## src/rtl/serial_fifo_scheduler_pkg.sv

```systemverilog
// Shared definitions for the serial FIFO scheduler: mode bit positions
// reported by the serial controller, and the two scheduler state types.
package serial_fifo_scheduler_pkg;

  // Positions inside the controller's 2-bit mode word
  localparam int SERIAL_TX_IDLE_BIT   = 0;
  localparam int SERIAL_RX_READY_BIT  = 1;

  typedef logic [7:0] Byte_t;
  typedef logic [1:0] Serial_mode_t;

  typedef enum logic [1:0] {
    T_IDLE,
    T_ISSUE,
    T_GUARD
  } Tx_sched_state_t;

  typedef enum logic [1:0] {
    R_IDLE,
    R_REQ,
    R_CAP,
    R_GUARD
  } Rx_sched_state_t;

endpackage

```

## src/rtl/serial_fifo_scheduler_sync_fifo.sv

```systemverilog
// Synchronous first-word-fall-through FIFO.
//   clk, rst_n : clock, asynchronous active-low reset
//   push, din  : write request and data (dropped when full unless popping)
//   pop        : advance head (ignored when empty unless pushing)
//   full/empty : occupancy flags, count : occupancy 0..DEPTH
//   head       : entry at read pointer, valid while !empty
module serial_fifo_scheduler_sync_fifo #(
  parameter int WIDTH = 8,
  parameter int DEPTH = 16
) (
  input  logic                     clk,
  input  logic                     rst_n,
  input  logic                     push,
  input  logic                     pop,
  input  logic [WIDTH-1:0]         din,
  output logic                     full,
  output logic                     empty,
  output logic [$clog2(DEPTH):0]   count,
  output logic [WIDTH-1:0]         head
);
  localparam int AW = $clog2(DEPTH);

  logic [WIDTH-1:0] mem [DEPTH];
  logic [AW-1:0]    wptr, rptr;
  logic             do_push, do_pop;

  assign full  = (count == (AW+1)'(DEPTH));
  assign empty = (count == '0);
  assign head  = mem[rptr];

  // A simultaneous pop frees the slot a full-FIFO push lands in, and a
  // simultaneous push gives an empty-FIFO pop something to consume.
  assign do_push = push && (!full  || pop);
  assign do_pop  = pop  && (!empty || push);

  always_ff @(posedge clk or negedge rst_n) begin
    if (!rst_n) begin
      wptr  <= '0;
      rptr  <= '0;
      count <= '0;
    end else begin
      if (do_push) wptr <= wptr + 1'b1;   // wraps modulo DEPTH (power of two)
      if (do_pop)  rptr <= rptr + 1'b1;
      if (do_push && !do_pop)      count <= count + 1'b1;
      else if (do_pop && !do_push) count <= count - 1'b1;
    end
  end

  // Storage needs no reset: head is only consumed while !empty.
  always_ff @(posedge clk) begin
    if (do_push) mem[wptr] <= din;
  end

endmodule

```

## src/rtl/serial_fifo_scheduler.sv

```systemverilog
// Buffered front end for the serial controller. The CPU pushes TX bytes and
// pops RX bytes through two FIFOs; a TX scheduler drains the TX FIFO into the
// controller with write_op pulses, an RX scheduler pulls ready bytes into the
// RX FIFO with read_op pulses. Guard periods after each op give the
// controller time to update its registered mode bits.
//   clk, rst_n                 : clock, asynchronous active-low reset
//   cpu_wr_en/cpu_wr_data      : TX FIFO push;  tx_full, tx_count, tx_drop
//   cpu_rd_en/cpu_rd_data      : RX FIFO pop (FWFT head, 0 when empty);
//                                rx_empty, rx_count, rx_overrun
//   status_clr                 : clears both sticky flags
//   ser_write_op/ser_wdata     : byte issue to controller
//   ser_read_op/ser_rdata      : byte fetch from controller
//   ser_mode                   : [0] controller tx idle, [1] rx byte ready
module serial_fifo_scheduler
  import serial_fifo_scheduler_pkg::*;
#(
  parameter int TX_DEPTH = 16,
  parameter int RX_DEPTH = 16,
  parameter int TX_GUARD = 3,
  parameter int RX_GUARD = 2
) (
  input  logic                        clk,
  input  logic                        rst_n,
  input  logic                        cpu_wr_en,
  input  logic [7:0]                  cpu_wr_data,
  input  logic                        cpu_rd_en,
  output logic [7:0]                  cpu_rd_data,
  output logic                        tx_full,
  output logic                        rx_empty,
  output logic [$clog2(TX_DEPTH):0]   tx_count,
  output logic [$clog2(RX_DEPTH):0]   rx_count,
  output logic                        tx_drop,
  output logic                        rx_overrun,
  input  logic                        status_clr,
  output logic                        ser_write_op,
  output logic                        ser_read_op,
  input  logic [1:0]                  ser_mode,
  output logic [7:0]                  ser_wdata,
  input  logic [7:0]                  ser_rdata
);
  localparam int TGW = $clog2(TX_GUARD + 1);
  localparam int RGW = $clog2(RX_GUARD + 1);

  Tx_sched_state_t tx_state, tx_next;
  Rx_sched_state_t rx_state, rx_next;
  logic [TGW-1:0]  tx_gcnt, tx_gcnt_next;
  logic [RGW-1:0]  rx_gcnt, rx_gcnt_next;

  logic  tx_empty, tx_pop, wdata_load;
  Byte_t tx_head;
  logic  rx_full, rx_push;
  Byte_t rx_head;

  serial_fifo_scheduler_sync_fifo #(.WIDTH(8), .DEPTH(TX_DEPTH)) u_tx_fifo (
    .clk   (clk),
    .rst_n (rst_n),
    .push  (cpu_wr_en),
    .pop   (tx_pop),
    .din   (cpu_wr_data),
    .full  (tx_full),
    .empty (tx_empty),
    .count (tx_count),
    .head  (tx_head)
  );

  serial_fifo_scheduler_sync_fifo #(.WIDTH(8), .DEPTH(RX_DEPTH)) u_rx_fifo (
    .clk   (clk),
    .rst_n (rst_n),
    .push  (rx_push),
    .pop   (cpu_rd_en),
    .din   (ser_rdata),
    .full  (rx_full),
    .empty (rx_empty),
    .count (rx_count),
    .head  (rx_head)
  );

  assign cpu_rd_data = rx_empty ? 8'h00 : rx_head;

  // Op strobes come straight off the state flops.
  assign ser_write_op = (tx_state == T_ISSUE);
  assign ser_read_op  = (rx_state == R_REQ);
  // Controller latched the byte at the R_REQ edge; it is stable during R_CAP.
  assign rx_push      = (rx_state == R_CAP);

  // ---------------- TX scheduler ----------------
  always_comb begin
    tx_next      = tx_state;
    tx_gcnt_next = tx_gcnt;
    tx_pop       = 1'b0;
    wdata_load   = 1'b0;
    case (tx_state)
      T_IDLE: begin
        if (!tx_empty && ser_mode[SERIAL_TX_IDLE_BIT]) begin
          tx_next    = T_ISSUE;
          wdata_load = 1'b1;   // wdata valid for the whole write_op cycle
        end
      end
      T_ISSUE: begin
        tx_pop       = 1'b1;
        tx_next      = T_GUARD;
        tx_gcnt_next = TGW'(TX_GUARD);
      end
      T_GUARD: begin
        if (tx_gcnt <= TGW'(1)) tx_next = T_IDLE;
        else                    tx_gcnt_next = tx_gcnt - 1'b1;
      end
      default: tx_next = T_IDLE;
    endcase
  end

  always_ff @(posedge clk or negedge rst_n) begin
    if (!rst_n) begin
      tx_state  <= T_IDLE;
      tx_gcnt   <= '0;
      ser_wdata <= '0;
    end else begin
      tx_state <= tx_next;
      tx_gcnt  <= tx_gcnt_next;
      if (wdata_load) ser_wdata <= tx_head;
    end
  end

  // ---------------- RX scheduler ----------------
  always_comb begin
    rx_next      = rx_state;
    rx_gcnt_next = rx_gcnt;
    case (rx_state)
      R_IDLE:  if (ser_mode[SERIAL_RX_READY_BIT] && !rx_full) rx_next = R_REQ;
      R_REQ:   rx_next = R_CAP;
      R_CAP: begin
        rx_next      = R_GUARD;
        rx_gcnt_next = RGW'(RX_GUARD);
      end
      R_GUARD: begin
        // Hold off until the controller's clear has dropped mode[1].
        if (rx_gcnt <= RGW'(1)) rx_next = R_IDLE;
        else                    rx_gcnt_next = rx_gcnt - 1'b1;
      end
      default: rx_next = R_IDLE;
    endcase
  end

  always_ff @(posedge clk or negedge rst_n) begin
    if (!rst_n) begin
      rx_state <= R_IDLE;
      rx_gcnt  <= '0;
    end else begin
      rx_state <= rx_next;
      rx_gcnt  <= rx_gcnt_next;
    end
  end

  // ---------------- sticky status ----------------
  // A push into a full TX FIFO is only lost if the scheduler is not popping.
  always_ff @(posedge clk or negedge rst_n) begin
    if (!rst_n) begin
      tx_drop    <= 1'b0;
      rx_overrun <= 1'b0;
    end else begin
      if (status_clr)                             tx_drop <= 1'b0;
      else if (cpu_wr_en && tx_full && !tx_pop)   tx_drop <= 1'b1;

      if (status_clr)                             rx_overrun <= 1'b0;
      else if (ser_mode[SERIAL_RX_READY_BIT] && rx_full && rx_state == R_IDLE)
                                                  rx_overrun <= 1'b1;
    end
  end

endmodule

```

## config.mk

```make
export PLATFORM = sky130hd
export DESIGN_NAME = serial_fifo_scheduler
export DESIGN_NICKNAME = d
export VERILOG_FILES = /design/src/rtl/serial_fifo_scheduler_pkg.sv /design/src/rtl/serial_fifo_scheduler_sync_fifo.sv /design/src/rtl/serial_fifo_scheduler.sv
export SDC_FILE = /design/constraint.sdc
export NUM_CORES = 1
export LEC_CHECK = 0
export CAP_MARGIN = 20
export CORE_MARGIN = 2
export CORE_UTILIZATION = 35
export DETAILED_ROUTE_END_ITERATION = 10
export PLACE_DENSITY_LB_ADDON = 0.12
export SYNTH_ARGS = -nofsm -noshare
export SYNTH_HDL_FRONTEND = slang
export SYNTH_SLANG_ARGS = --single-unit
export TNS_END_PERCENT = 50
```

## constraint.sdc

```tcl
create_clock -name clk -period 2.4 [get_ports clk]
set_input_delay 0.36 -clock clk [delete_from_list [all_inputs] [get_ports clk]]
set_output_delay 0.36 -clock clk [all_outputs]
set_load 0.005 [all_outputs]
```

* Word-level counts from Yosys, hierarchy flattened
Memories as Yosys holds them, arrays and structs flattened. A register that Yosys moved wholly into a read port is not among the register bits.
Index checks and enable logic that the tools add are counted.
** Operators by class
- $add $sub $neg :: 10
- $lt $le $gt $ge :: 2
- Equal/unequal tests :: 13
- Muxes and demuxes :: 26
- Reductions and logical operators :: 42
** Operators with widths (number)
- 5-bit 2-to-1 mux :: 4
- 4-bit by 1-bit adder with 4-bit output, second input constant :: 4
- 1-bit logical AND :: 14
- 2-bit 2-to-1 mux :: 6
- 2-bit inequality test, second input constant :: 6
- 2-bit nonzero test :: 6
- 1-bit 2-to-1 mux :: 11
- 5-bit by 1-bit adder with 5-bit output, second input constant :: 2
- 5-bit equality test, second input constant :: 2
- 1-bit logical NOT :: 10
- 5-bit logical NOT :: 2
- 5-bit by 1-bit subtractor with 5-bit output, second input constant :: 2
- 8-bit 2-to-1 mux :: 1
- 2-bit one-hot mux with 2 select lines :: 2
- 2-bit one-hot mux with 4 select lines :: 1
- 2-bit AND reduction :: 4
- 2-bit equality test, second input constant :: 3
- 2-bit one-hot mux with 3 select lines :: 1
- 2-bit by 1-bit equality test with 1-bit output, second input constant :: 2
- 2-bit by 1-bit <= comparator with 1-bit output, second input constant :: 2
- 2-bit logical NOT :: 2
- 1-bit logical OR :: 4
- 2-bit by 1-bit subtractor with 2-bit output, second input constant :: 2
** Storage, ports and cells
- Register bits after elaboration :: 36
- Bits in writable memories :: 256
- Input bits :: 23
- Output and inout port bits :: 32
- Logic and storage cells :: 107
- Memories :: 2
** Memories
- u_rx_fifo.mem :: depth 16, width 8, rd ports 1, clocked after memory_dff 0, write ports 1, RTL line serial_fifo_scheduler_sync_fifo.sv:23 : logic [WIDTH-1:0] mem [DEPTH];
- u_tx_fifo.mem :: depth 16, width 8, rd ports 1, clocked after memory_dff 1, write ports 1, RTL line serial_fifo_scheduler_sync_fifo.sv:23

* Depth between registers and ports, before layout
Gate-level depths: netlist of the first run.
- Depth in word-level cells :: 8
- Mapped depth :: 12
- Mapped depth without buffers :: 12

* By module
A second synthesis of the first run with hierarchy kept.
** Unflattened totals
- Cells, all modules :: 665
- Area total of the unflattened synthesis :: 12236.7 sq um
** Modules (own cells, without submodules)
- serial_fifo_scheduler_sync_fifo at u_tx_fifo :: instances 1, cells each 295, area each 5671.7 sq um, sequential area each 4169.0 sq um
- serial_fifo_scheduler_sync_fifo at u_rx_fifo :: instances 1, cells each 294, area each 5670.4 sq um, sequential area each 4169.0 sq um
- serial_fifo_scheduler :: instances 1, cells each 76, area each 894.6 sq um, sequential area each 450.4 sq um

* Worst setup path before layout of the first run
OpenSTA, ideal clock, no wires.
- Path type :: reg-to-reg
- Start point :: reg u_rx_fifo.count[1]
- End point :: reg u_rx_fifo.count[4]
- Library setup time :: 126 ps
- Arrival time :: 2527 ps
- Data required time :: 2274 ps
- Setup slack :: -253 ps
- Cell stages (with the launch flop) :: 13
- Buffers on the path :: 0
- Period minus slack after synthesis :: 2653 ps
- Path through :: dfrtp_1 nor4_2 nand2b_1 o21a_1 inv_1 ha_1 inv_1 fa_1 a21o_1 a21oi_1 xnor2_1 nor2_1 xor2_1
** Between the ends
- Cells in the longest elaborated chain, start to end :: 7
** RTL lines
- from (decl) :: RTL line serial_fifo_scheduler_sync_fifo.sv:18 : output logic [$clog2(DEPTH):0] count,
- from (signal assigned) :: RTL line serial_fifo_scheduler_sync_fifo.sv:44 : if (do_push && !do_pop) count <= count + 1'b1;
- from (signal assigned) :: RTL line serial_fifo_scheduler_sync_fifo.sv:45 : else if (do_pop && !do_push) count <= count - 1'b1;
- parallel branches: the longest is 7 deep, another holds 5-bit by 1-bit subtractor with 5-bit output
Parallel ways; which one is timed is not known. The select of a mux whose other input is x is not followed.
A chain may end at the register's enable or synchronous reset.

* Worst setup path after layout of the first run
- Start point :: reg u_rx_fifo.rptr[0]
- End point :: out cpu_rd_data[2]
** Between the ends
- Cells in the longest elaborated chain, start to end :: 2
** RTL lines
- from (decl) :: RTL line serial_fifo_scheduler_sync_fifo.sv:24 : logic [AW-1:0] wptr, rptr;
- from (signal assigned) :: RTL line serial_fifo_scheduler_sync_fifo.sv:43 : if (do_pop) rptr <= rptr + 1'b1;
- memory read 16 x 8 bit
- 8-bit 2-to-1 mux :: RTL line serial_fifo_scheduler.sv:78 : assign cpu_rd_data = rx_empty ? 8'h00 : rx_head;
- to (decl) :: RTL line serial_fifo_scheduler.sv:27 : output logic [7:0] cpu_rd_data,
Every way passes these cells.

==> results of run 1 <==
-- critical path, delay by kind of cell, from the launching register on --
family / cells / cell delay, ns
flip-flops: 1 / 0.46
AO/OA/AOI/OAI: 1 / 0.07
buffers and inverters: 3 / 0.46
multiplexers: 2 / 0.72
-- state kept, by name, summed over array words and instances (netlist names) --
register	cells
tx_drop	1
u_tx_fifo.mem	128
rx_overrun	1
u_tx_fifo.rptr	4
u_rx_fifo.rptr	4
rx_state	2
u_tx_fifo.wptr	4
u_rx_fifo.mem	128
tx_state	2
u_tx_fifo.count	5
tx_gcnt	2
ser_wdata	8
u_rx_fifo.count	5
rx_gcnt	2
u_rx_fifo.wptr	4
-- metrics by stage --
stage          cells  cell area [µm²]  setup slack, ns  util, %
6_report        1293            15500           -0.196     44.8
5_1_grt         1293            15500           -0.279     44.8
4_1_cts         1289            15500           -0.310     44.6
3_5_place_dp    1217            14200           -0.168     41.0
3_3_place_gp    1217            14200           -0.113     41.0
2_1_floorplan    660            12400          -0.0604        -
-- final timing paths --
kind,end,slack (ns),depth (start not counted)
setup / recovery,cpu_rd_data[2],-0.20,6
hold / removal,ser_wdata[3]$_DFFE_PN0P_,0.31,2
setup reg to reg,u_rx_fifo.count[4]$_DFFE_PN0P_,-0.02,12
hold reg to reg,ser_wdata[4]$_DFFE_PN0P_,0.49,2
max in group asynchronous,u_rx_fifo.rptr[0]$_DFFE_PN0P_,1.48,3
min in group clk,tx_drop$_DFFE_PN0P_,0.44,2
-- metal layers --
metal  global-route usage, %  vias up  part of all wire [%]
met1                    17.4     3207                    41
met4                    4.97        0                   2.6
met5                       0        -                     0
met2                    27.2       88                    54
li1                        -     2901                     -
met3                    2.78       51                   3.2
-- cell families (layout without fill, tap and decap cells) --
group | Yosys count | in the layout
DFF | 300 | 300
and+or+nand+nor | 102 | 102
muxes | 101 | 101
buffers and inverters | 55 | 233
AOI/OAI and AO/OA | 52 | 52
adders and majority gates | 28 | 28
xor gates and xnor gates | 22 | 22
-- timing repair --
item                                    4_1_cts  5_1_grt
endpoints found under the hold margin        10        0
gates resized for setup                      51       29
endpoints found under the setup margin       14       14
pin swaps                                     7        8
hold buffers                                  1        0
setup buffers                                12        7
gates cloned                                  1        0
-- placed cells by master, fill, tap and decap left out, types with 10 or more instances in the layout --
cell	n
ha_1	22
o21ai_1	17
nor2_1	12
buf_4	54
mux2_2	10
clkdlybuf4s50_1	44
buf_12	29
and2_1	29
mux4_1	17
clkbuf_16	34
edfxtp_1	256
inv_1	24
dfrtp_1	41
xnor2_1	19
mux4_2	47
nand2_1	37
mux2i_1	17
-- power breakdown --
part	switching, mW	total (mW)	internal, mW
clock	1.98	4.74	2.75
sequential	0.463	6.90	6.44
combinational	3.20	6.95	3.75
-- area by class of cell --
class                   instances  area share (%)
clock buffers                  43            5.76
clock inverters                15           0.774
inverters                      28           0.677
multi-input cells             305            22.2
flip-flops and latches        300            56.6
well taps                     455            3.67
repair buffers                147            10.3
==> metrics.md, run 1 <==
| Metric | Value |
|---|---|
| Status | complete, but fails checks |
| Failing checks | setup timing |
| Final wirelength | 26.4 mm |
| Min Hold Slack | ~0.3 ns |
| Crit end category | output port |
| Setup violators final | 9 |
| Area of the mapped netlist | 12,300 µm² |
| Max Clock Freq | approximately 0.39 GHz |
| Most numerous cell in the Yosys netlist | edfxtp_1 |
| Register area share after synthesis | a little under three quarters |
| Fillers | ~2,900 |
| First-pass GRT wire length | between 30 and 40 mm |
| Worst setup margin | -0.196 ns |
| Top post-synthesis cells by area | edfxtp_1 62%, dfrtp_1 8.9%, mux4_2 8.6%, mux4_1 3.6%, ha_1 2.6% |
| XOR/XNOR Fraction of Synth Area | 1.56% |
| Largest family of logic cells by synthesized area | multiplexers |
| Commonest cells in the netlist | 256 x edfxtp_1, 47 x mux4_2, 44 x dfrtp_1, 38 x nand2_1, 29 x and2_1 |
| R2R Path Start | u_rx_fifo.count[1]$_DFFE_PN0P_ |
| CP Launch Point | u_rx_fifo.rptr[0]$_DFFE_PN0P_ |
| Hold Crit Class | in -> async |
| Grt ovf | 0 |
| Post-Synthesis Cells | 660 |
| CP required | 2.04 ns |
| Clock skew | 0.0123 ns |
| DRT Pass-1 Iters | 4 |
| Tcrit/Tclk final | 108% |
| Final nets | 867 |
| Final ANT Viol Nets | 0 |
| TNS Setup | -1.22 ns |
| Core Area | 34,600 µm² |
| Register bit total from synthesis | 300 |
| Synth cell types | 47 |
| Fin. max-slew vios | 0 |
| CP peak stage delay | 0.50 ns |
| FFs w/ async S/R, synth | roughly 15% |
| Tot GR Track Use | 14.8% |
| Final Hold Fails | 0 |
| Die Span X | between 150 and 200 µm |
| Synth warnings | 0 |
| CP Launch Type | register |
| Post-Syn Nets | about 710 |
| Port bufs | 54 |
| FF+latch area | ~8800 µm² |
| Area delta synth->final | 25.9% |
| Largest net degree at the start of global routing | 36 |
| Via Count | ~6,200 |
| Maximum buffer depth of the clock tree | 3 |
| Pleak | between 5 and 6 nW |
| Post-synthesis adder-cell area fraction | between 2 and 3% |
| Clk_lat worst skew | roughly 0.52 ns |
| CP cell instances | buf_12 -> mux4_2 -> mux2i_2 -> buf_4 -> o22ai_4 -> buf_2 |
| Crit Path Max Fanout | 6 |
| Clk slew on worst S/H paths | roughly 0.060 ns |
| Dpl hpwl | approximately 17 mm |
| CTS tree | done |
| Iter 0 DRT Violations | slightly above 300 |
| Yosys top cell by area | edfxtp_1 |
| Unrepaired setup endpoints after global routing | yes |
| PwrDens | roughly 1200 nW/µm² |
| Layout cell share with drive strength beyond 1 | 29.0% |
| Simple-gate portion of the synthesized area | under 10% |
| Synth top area share | 62.4% |
| Final Power | 18.6 mW |
| Mux share of post-synthesis cell area | between 10% and 20% |
| Die area | approximately 37,000 µm² |
| Drt drc | 0 |
| DR vias/cell | roughly 4.8 |
| EDFF count, synth | 256 |
| Tmin final | approximately 2.6 ns |
| Post-synthesis compound-gate area fraction | 2.50% |
| Starting Density | 35.6% |
| Slowest stage cell on the critical path | mux4_2 |
| Max_cap viols | 0 |
| Clk sink count | 300 |
| Worst VDD drop | ~550 µV |
| Rows | 68 |
| Clock root buffer | clkbuf_16 |
| DR WL/cell | 20.4 µm |
| Antenna cell count | 0 |
| Multi-input logic area | approximately 3400 µm² |
| Avg Inst Size Synth | approximately 19 µm² |
| Rel. slew slack | 58.2% |
| Global placer's final weighted congestion | 0.732 |
| Worst-Margin Slew | about 0.63 ns |
| Total CTS buffers | 34 |
| WS Path Type | reg -> out |
| Vias in the first global route | 6,664 |
| H-Tree Depth | 2 |
| Worst EP arrival | 2.24 ns |
| Ports | 55 |
| Dominant synthesized flop cell | edfxtp_1 |
| Die height | 192 µm |
| Initial antenna violation count | 0 |
Power figures use the tool's default switching activity.
==> run 2: changes to the inputs <==
--- a/config.mk
+++ b/config.mk
@@ -10,6 +10,7 @@
 export CORE_UTILIZATION = 35
 export DETAILED_ROUTE_END_ITERATION = 10
 export PLACE_DENSITY_LB_ADDON = 0.12
+export RECOVER_POWER = 25
 export SYNTH_ARGS = -nofsm -noshare
 export SYNTH_HDL_FRONTEND = slang
 export SYNTH_SLANG_ARGS = --single-unit
==> metrics.md, run 2 (synthesis results as in run 1) <==
| Metric | Value |
|---|---|
| WS Path Type | reg -> out (unchanged) |
| Total CTS buffers | 34 (unchanged) |
| Starting Density | 35.6% (unchanged) |
| Vias in the first global route | 6,664 (unchanged) |
| CP peak stage delay | 0.50 ns (about the same) |
| Rows | 68 (unchanged) |
| Crit end category | output port (unchanged) |
| Worst setup margin | -0.196 ns (about the same) |
| Largest net degree at the start of global routing | 36 (unchanged) |
| Commonest cells after routing, fill and taps aside | 256 x edfxtp_1, 54 x buf_4, 47 x mux4_2, 41 x dfrtp_1, 37 x nand2_1 (was 256 x edfxtp_1, 54 x buf_4, 47 x mux4_2, 44 x clkdlybuf4s50_1, 41 x dfrtp_1) |
| Clock root buffer | clkbuf_16 (unchanged) |
| Inst Count DP | 1,217 (unchanged) |
| Final nets | 867 (unchanged) |
| CP required | 2.04 ns (about the same) |
| CP Launch Point | u_rx_fifo.rptr[0]$_DFFE_PN0P_ (unchanged) |
| DR WL/cell | 20.4 µm (about the same) |
| CTS tree | done (unchanged) |
| Final wirelength | 26.3 mm (was 26.4 mm) |
| FF+latch area | 8790 µm² (unchanged) |
| Tcrit/Tclk final | 108% (about the same) |
| Final Hold Fails | 0 (unchanged) |
| Commonest non-fill, non-tap cell in the layout | edfxtp_1 (unchanged) |
| Clk sink count | 300 (unchanged) |
| Port bufs | 54 (unchanged) |
| Final Instance Area | 15,500 µm² (about the same) |
| Clk_lat worst skew | 0.52 ns (about the same) |
| Clock skew | 0.0123 ns (about the same) |
| Status | complete, but fails checks (unchanged) |
| Ports | 55 (unchanged) |
| CP Launch Type | register (unchanged) |
| Multi-input logic area | 3450 µm² (unchanged) |
| Worst VDD drop | 544 µV (was 545 µV) |
| Slowest stage cell on the critical path | mux4_2 (unchanged) |
| Max_cap viols | 0 (unchanged) |
| Source of the worst hold timing path | status_clr |
| Dpl hpwl | 17.3 mm (unchanged) |
| Iter 0 DRT Violations | 308 (was 306) |
| Die height | 192 µm (unchanged) |
| PwrDens | 1200 nW/µm² (about the same) |
| R2R Path Start | u_rx_fifo.count[1]$_DFFE_PN0P_ (unchanged) |
| Final core occ | 44.8% (about the same) |
| Antenna cell count | 0 (unchanged) |
| Setup violators final | 9 (unchanged) |
| Unrepaired setup endpoints after global routing | yes (unchanged) |
| Rel. slew slack | 32.7% (was 58.2%) |
| CP bufs+invs | 3 (unchanged) |
| Grt ovf | 0 (unchanged) |
| Fillers | 2,939 (was 2,938) |
| CP cell instances | buf_12 -> mux4_2 -> mux2i_2 -> buf_4 -> o22ai_4 -> buf_2 (unchanged) |
| Max Clock Freq | 0.385 GHz (about the same) |
| Area delta synth->final | 25.9% (about the same) |
| Worst-Margin Slew | 1.01 ns (was 0.627 ns) |
| Core Area | 34,600 µm² (unchanged) |
| Crit Path Max Fanout | 6 (unchanged) |
| Die area | 36,700 µm² (unchanged) |
| Final ANT Viol Nets | 0 (unchanged) |
| Worst EP arrival | 2.24 ns (about the same) |
| Layout cell share with drive strength beyond 1 | 28.9% (was 29.0%) |
| Initial antenna violation count | 1 (was 0) |
| Failing checks | setup timing (unchanged) |
| Die Span X | 192 µm (unchanged) |
| Min Hold Slack | 0.438 ns (was 0.308 ns) |
| First-pass GRT wire length | 39.9 mm (unchanged) |
| H-Tree Depth | 2 (unchanged) |
| Clk slew on worst S/H paths | 0.06 ns (about the same) |
| Global placer's final weighted congestion | 0.732 (unchanged) |
| Via Count | 6,251 (was 6,247) |
| Final Power | 18.6 mW (about the same) |
| Fin. max-slew vios | 0 (unchanged) |
| DR vias/cell | 4.83 (about the same) |
| Drt drc | 0 (unchanged) |
| Biggest regs | u_rx_fifo.mem: 128 flops, u_tx_fifo.mem: 128 flops, ser_wdata: 8 flops (unchanged) |
| Cell family with most CP delay | multiplexers (unchanged) |
| Pleak | 5.50 nW (about the same) |
| Hold Crit Class | in -> reg (was in -> async) |
| Area after DPL | 14,200 µm² (unchanged) |
| Tot GR Track Use | 14.8% (unchanged) |
| Tmin final | 2.60 ns (about the same) |
| DRT Pass-1 Iters | 4 (unchanged) |
| Maximum buffer depth of the clock tree | 3 (unchanged) |
| Fin cells | 1,293 (unchanged) |
-- run 2: cell count changes in the layout (fill, tap and decap cells not counted) --
cell,previous run,this run
clkdlybuf4s50_1,44,35
dlygate4sd3_1,1,10
clkbuf_1,8,9
buf_2,9,8
-- run 2: worst paths after layout --
| check | endpoint | slack, ns | cells after the start |
|---|---|---|---|
| worst min-delay path | tx_drop$_DFFE_PN0P_ | 0.44 | 2 |
| worst min register to register | ser_wdata[4]$_DFFE_PN0P_ | 0.49 | 2 |
| worst max register to register | u_rx_fifo.count[4]$_DFFE_PN0P_ | -0.02 | 12 |
| min in group asynchronous | ser_wdata[3]$_DFFE_PN0P_ | 0.53 | 2 |
| worst max-delay path | cpu_rd_data[2] | -0.20 | 6 |
| max in group asynchronous | u_rx_fifo.rptr[0]$_DFFE_PN0P_ | 1.03 | 3 |
-- run 2: routing by layer --
metal / routed length (µm) / global-route usage (%) / vias up
met3: 854 / 2.78 / 53
met4: 700 / 4.97 / 0
met5: 0 / 0 / -
met1: 10700 / 17.4 / 3204
met2: 14100 / 27.2 / 93
li1: - / - / 2901
-- run 2: timing repair --
item                                    in CTS  in global routing
setup buffers                               12                  7
hold buffers                                 1                  0
endpoints found under the setup margin      14                 14
resized for setup                           51                 29
pin swaps                                    7                  8
endpoints found under the hold margin       10                  0
cloned                                       1                  0
-- run 2: cell type report --
cell class,count,share of cell area (%)
inverter,28,0.677
sequential,300,56.6
tap,455,3.67
clock inverter,15,0.774
multi-input combinational,305,22.2
clock buffer,43,5.76
timing repair buffer,147,10.3
-- run 2: per-stage QoR --
step           worst slack (ns)  TNS [ns]
2_1_floorplan           -0.0604   -0.0780
3_3_place_gp             -0.113    -0.157
3_5_place_dp             -0.168    -0.368
4_1_cts                  -0.310     -2.07
5_1_grt                  -0.279     -2.55
6_report                 -0.196     -1.22
-- run 2: where the power goes --
part / switching [mW] / leakage, nW / internal (mW)
registers: 0.463 / 2.84 / 6.44
clock network: 1.98 / 0.494 / 2.75
logic: 3.20 / 2.17 / 3.75
total: 5.64 / 5.50 / 12.9
==> run 3: changes to the inputs <==
--- a/config.mk
+++ b/config.mk
@@ -8,10 +8,13 @@
 export CAP_MARGIN = 20
 export CORE_MARGIN = 2
 export CORE_UTILIZATION = 35
+export CTS_BUF_LIST = sky130_fd_sc_hd__clkbuf_4 sky130_fd_sc_hd__clkbuf_8
 export DETAILED_ROUTE_END_ITERATION = 10
 export PLACE_DENSITY_LB_ADDON = 0.12
 export RECOVER_POWER = 25
+export SLEW_MARGIN = 20
 export SYNTH_ARGS = -nofsm -noshare
 export SYNTH_HDL_FRONTEND = slang
+export SYNTH_HIERARCHICAL = 1
 export SYNTH_SLANG_ARGS = --single-unit
 export TNS_END_PERCENT = 50
==> metrics.md, run 3 <==
| Metric | Value |
|---|---|
| Status | complete, but fails checks (unchanged) |
| Failing checks | setup timing (unchanged) |
| Total CTS buffers | 50 (was 34) |
| Worst-Margin Slew | 1.25 ns (was 1.01 ns) |
| Synth top area share | 62.8% (was 62.4%) |
| Port bufs | 54 (unchanged) |
| FFs w/ async S/R, synth | 14.7% (unchanged) |
| Final nets | 902 (was 867) |
| Worst VDD drop | 614 µV (was 544 µV) |
| TNS Setup | -3.15 ns (was -1.22 ns) |
| Drt drc | 0 (unchanged) |
| Hold path endpoint | rx_overrun$_DFFE_PN0P_ (was tx_drop$_DFFE_PN0P_) |
| Yosys top cell by area | edfxtp_1 (unchanged) |
| Final ANT Viol Nets | 0 (unchanged) |
| Post-Syn Nets | 715 (was 711) |
| Ports | 55 (unchanged) |
| Setup violators final | 12 (was 9) |
| Most numerous cell in the Yosys netlist | edfxtp_1 (unchanged) |
| WS Path Type | reg -> out (unchanged) |
| Register area share after synthesis | 71.8% (was 71.3%) |
| H-Tree Depth | 2 (unchanged) |
| Rows | 68 (unchanged) |
| First-pass GRT wire length | 41.9 mm (was 39.9 mm) |
| Place WS | -0.274 ns (was -0.168 ns) |
| Commonest non-fill, non-tap cell in the layout | edfxtp_1 (unchanged) |
| PwrDens | 1220 nW/µm² (was 1200 nW/µm²) |
| Routing usage on met1 | 20.8% (was 17.4%) |
| Dpl hpwl | 17.5 mm (was 17.3 mm) |
| Pleak | 5.46 nW (was 5.50 nW) |
| Commonest cells after routing, fill and taps aside | 256 x edfxtp_1, 93 x buf_4, 64 x mux4_2, 57 x clkbuf_8, 38 x dfrtp_1 (was 256 x edfxtp_1, 54 x buf_4, 47 x mux4_2, 41 x dfrtp_1, 37 x nand2_1) |
| Vias in the first global route | 7,274 (was 6,664) |
| CP required | 2.04 ns (about the same) |
| Clk network pwr share | 24.0% (was 25.5%) |
| Largest net degree at the start of global routing | 45 (was 36) |
| Clk slew on worst S/H paths | 0.05 ns (was 0.06 ns) |
| Worst hold path depth | 2 (unchanged) |
| Clock root buffer | clkbuf_8 (was clkbuf_16) |
| Core Area | 34,500 µm² (was 34,600 µm²) |
| Commonest cells in the netlist | 256 x edfxtp_1, 64 x mux4_2, 44 x dfrtp_1, 35 x nor2_1, 33 x a22oi_1 (was 256 x edfxtp_1, 47 x mux4_2, 44 x dfrtp_1, 38 x nand2_1, 29 x and2_1) |
| Gate power share | 39.1% (was 37.4%) |
| Iter 0 DRT Violations | 398 (was 308) |
| Sequential share of power | 36.9% (was 37.1%) |
| Crit end category | output port (unchanged) |
| Worst setup margin | -0.375 ns (was -0.196 ns) |
| Reg2reg path depth | 9 (was 12) |
| Crit Path Max Fanout | 7 (was 6) |
| Grt ovf | 0 (unchanged) |
| CP Launch Type | register (unchanged) |
| R2R Path Start | u_rx_fifo/count[0]$_DFFE_PN0P_ (was u_rx_fifo.count[1]$_DFFE_PN0P_) |
| Final wirelength | 27.3 mm (was 26.3 mm) |
| Post-Synthesis Cells | 665 (was 660) |
| Die height | 191 µm (was 192 µm) |
| Dominant synthesized flop cell | edfxtp_1 (unchanged) |
| Global placer's final weighted congestion | 0.747 (was 0.732) |
| Source of the worst hold timing path | status_clr (unchanged) |
| EDFF count, synth | 256 (unchanged) |
| Starting Density | 35.5% (was 35.6%) |
| Max_cap viols | 0 (unchanged) |
| Switching Share | 31.6% (was 30.4%) |
| Die Span X | 191 µm (was 192 µm) |
| Tmin final | 2.78 ns (was 2.60 ns) |
| Layout cell share with drive strength beyond 1 | 37.0% (was 28.9%) |
| Clk sink count | 300 (unchanged) |
| Register bit total from synthesis | 300 (unchanged) |
| Unrepaired setup endpoints after global routing | yes (unchanged) |
| FF-to-FF setup slack | -0.20 ns (was -0.02 ns) |
| Rel. slew slack | 16.9% (was 32.7%) |
| Avg Inst Size Synth | 18.4 µm² (was 18.7 µm²) |
| Clk_lat worst skew | 0.56 ns (was 0.52 ns) |
| Tcrit/Tclk final | 116% (was 108%) |
| Tot GR Track Use | 15.4% (was 14.8%) |
| Gr busiest metal | met2 (unchanged) |
| Area of the mapped netlist | 12,200 µm² (was 12,300 µm²) |
| Hold Crit Class | in -> reg (unchanged) |
| Crit Reg-Reg Endpoint | u_rx_fifo/count[4]$_DFFE_PN0P_ (was u_rx_fifo.count[4]$_DFFE_PN0P_) |
| CTS tree | done (unchanged) |
| Fillers | 3,035 (was 2,939) |
| Initial antenna violation count | 0 (was 1) |
| Met2 Use GR | 25.3% (was 27.2%) |
| DR WL/cell | 20.3 µm (was 20.4 µm) |
| Switching Power | 5.93 mW (was 5.64 mW) |
| Synth cell types | 39 (was 47) |
| Maximum buffer depth of the clock tree | 3 (unchanged) |
| Final Instance Area | 15,400 µm² (was 15,500 µm²) |
| Biggest regs | u_rx_fifo/mem: 128 flops, u_tx_fifo/mem: 128 flops, ser_wdata: 8 flops (was u_rx_fifo.mem: 128 flops, u_tx_fifo.mem: 128 flops, ser_wdata: 8 flops) |
| Worst EP arrival | 2.42 ns (was 2.24 ns) |
| Clock skew | 0.0224 ns (was 0.0123 ns) |
| DRT Pass-1 Iters | 5 (was 4) |
| FF+latch area | 8800 µm² (was 8790 µm²) |
| Top post-synthesis cells by area | edfxtp_1 63%, mux4_2 12%, dfrtp_1 9.0%, ha_1 2.6%, a22oi_1 2.0% (was edfxtp_1 62%, dfrtp_1 8.9%, mux4_2 8.6%, mux4_1 3.6%, ha_1 2.6%) |
| Via Count | 6,688 (was 6,251) |
| DR vias/cell | 4.97 (was 4.83) |
| Fin. max-slew vios | 0 (unchanged) |
| Antenna cell count | 0 (unchanged) |
| Multi-input logic area | 3450 µm² (about the same) |
| Area delta synth->final | 25.6% (was 25.9%) |
| Final core occ | 44.6% (was 44.8%) |
| Synth warnings | 6 (was 0) |
| Final Hold Fails | 0 (unchanged) |
| M3 GR Usage | 3.10% (was 2.78%) |
| Internal power | 12.8 mW (was 12.9 mW) |
| Area after DPL | 14,000 µm² (was 14,200 µm²) |
| Die area | 36,500 µm² (was 36,700 µm²) |
| Max Clock Freq | 0.360 GHz (was 0.385 GHz) |
-- run 3: cell count changes in the layout (fill, tap and decap cells not counted), sizes merged, moves of 13 or more --
cell	before	now
a22oi	1	33
and2	29	4
buf	100	113
clkbuf	44	78
mux2i	27	3
nor2	12	35
nor3	1	15
o21ai	25	8
-- run 3: worst max-delay path by stage --
stage / startpoint / to / slack [ns] / cells past startpoint
after floorplan: u_rx_fifo/count[1]$_DFFE_PN0P_ / u_rx_fifo/count[4]$_DFFE_PN0P_ / -0.31 / 9
after global placement: u_rx_fifo/count[0]$_DFFE_PN0P_ / u_rx_fifo/count[3]$_DFFE_PN0P_ / -0.18 / 13
after detailed placement: u_rx_fifo/count[1]$_DFFE_PN0P_ / u_rx_fifo/count[3]$_DFFE_PN0P_ / -0.27 / 13
after CTS: u_rx_fifo/rptr[0]$_DFFE_PN0P_ / cpu_rd_data[6] / -0.42 / 9
after global routing: u_rx_fifo/rptr[0]$_DFFE_PN0P_ / cpu_rd_data[1] / -0.46 / 8
final: u_rx_fifo/rptr[0]$_DFFE_PN0P_ / cpu_rd_data[7] / -0.38 / 8
-- run 3: kinds of logic (layout without fill, tap and decap cells) --
family,count (synthesis),count (layout),share of synthesized area [%]
compound gates,63,63,3.84
xor+xnor,19,19,1.36
simple gates,125,125,5.04
flops,300,300,71.8
buf+inv,49,276,1.58
fa+ha+maj,27,27,2.88
mux,82,82,13.5
-- run 3: stage by stage --
| step | cells | hold slack (ns) | power (mW) |
|---|---|---|---|
| 6_report | 1347 | 0.366 | 18.8 |
| 4_1_cts | 1341 | 0.334 | 18.9 |
| 2_1_floorplan | 665 | 0.0644 | 11.0 |
| 5_1_grt | 1347 | 0.351 | 19.9 |
| 3_3_place_gp | 1238 | 0.492 | 13.7 |
| 3_5_place_dp | 1238 | 0.496 | 13.9 |
-- run 3: critical path, stage by stage (launching register included) --
cell and delay [ns]:
dfrtp_2 0.42, buf_12 0.14, buf_12 0.13, buf_4 0.13, mux4_2 0.42, a22oi_2 0.27
nand2_1 0.09, nor2b_4 0.13, buf_2 0.12
-- run 3: repair_timing --
item,CTS,global route
pin swaps,21,17
hold buffers,1,0
gates cloned,1,0
hold endpoints to repair,44,0
endpoints found under the setup margin,16,17
gates resized for setup,60,13
buffers inserted,9,6
-- run 3: routing by layer --
| layer | vias to the layer above | routed length, µm |
|---|---|---|
| met3 | 38 | 1150 |
| met1 | 3481 | 12300 |
| met4 | 0 | 471 |
| li1 | 3024 | - |
| met2 | 145 | 13300 |
| met5 | - | 0 |
-- run 3: layout make-up --
class,count,area share [%]
multi-input combinational,316,22.5
timing repair buffer,163,9.44
clock buffer,74,5.94
clock inverter,18,0.692
sequential,300,57.2
inverter,21,0.513
tap,455,3.71
-- run 3: power groups by stage --
stage | clock network (mW) | registers (mW) | logic, mW
2_1_floorplan | 0 | 6.92 | 4.07
3_3_place_gp | 0 | 7.00 | 6.74
3_5_place_dp | 0 | 7.05 | 6.87
4_1_cts | 4.65 | 6.94 | 7.31
5_1_grt | 4.88 | 7.03 | 7.96
6_report | 4.51 | 6.93 | 7.35
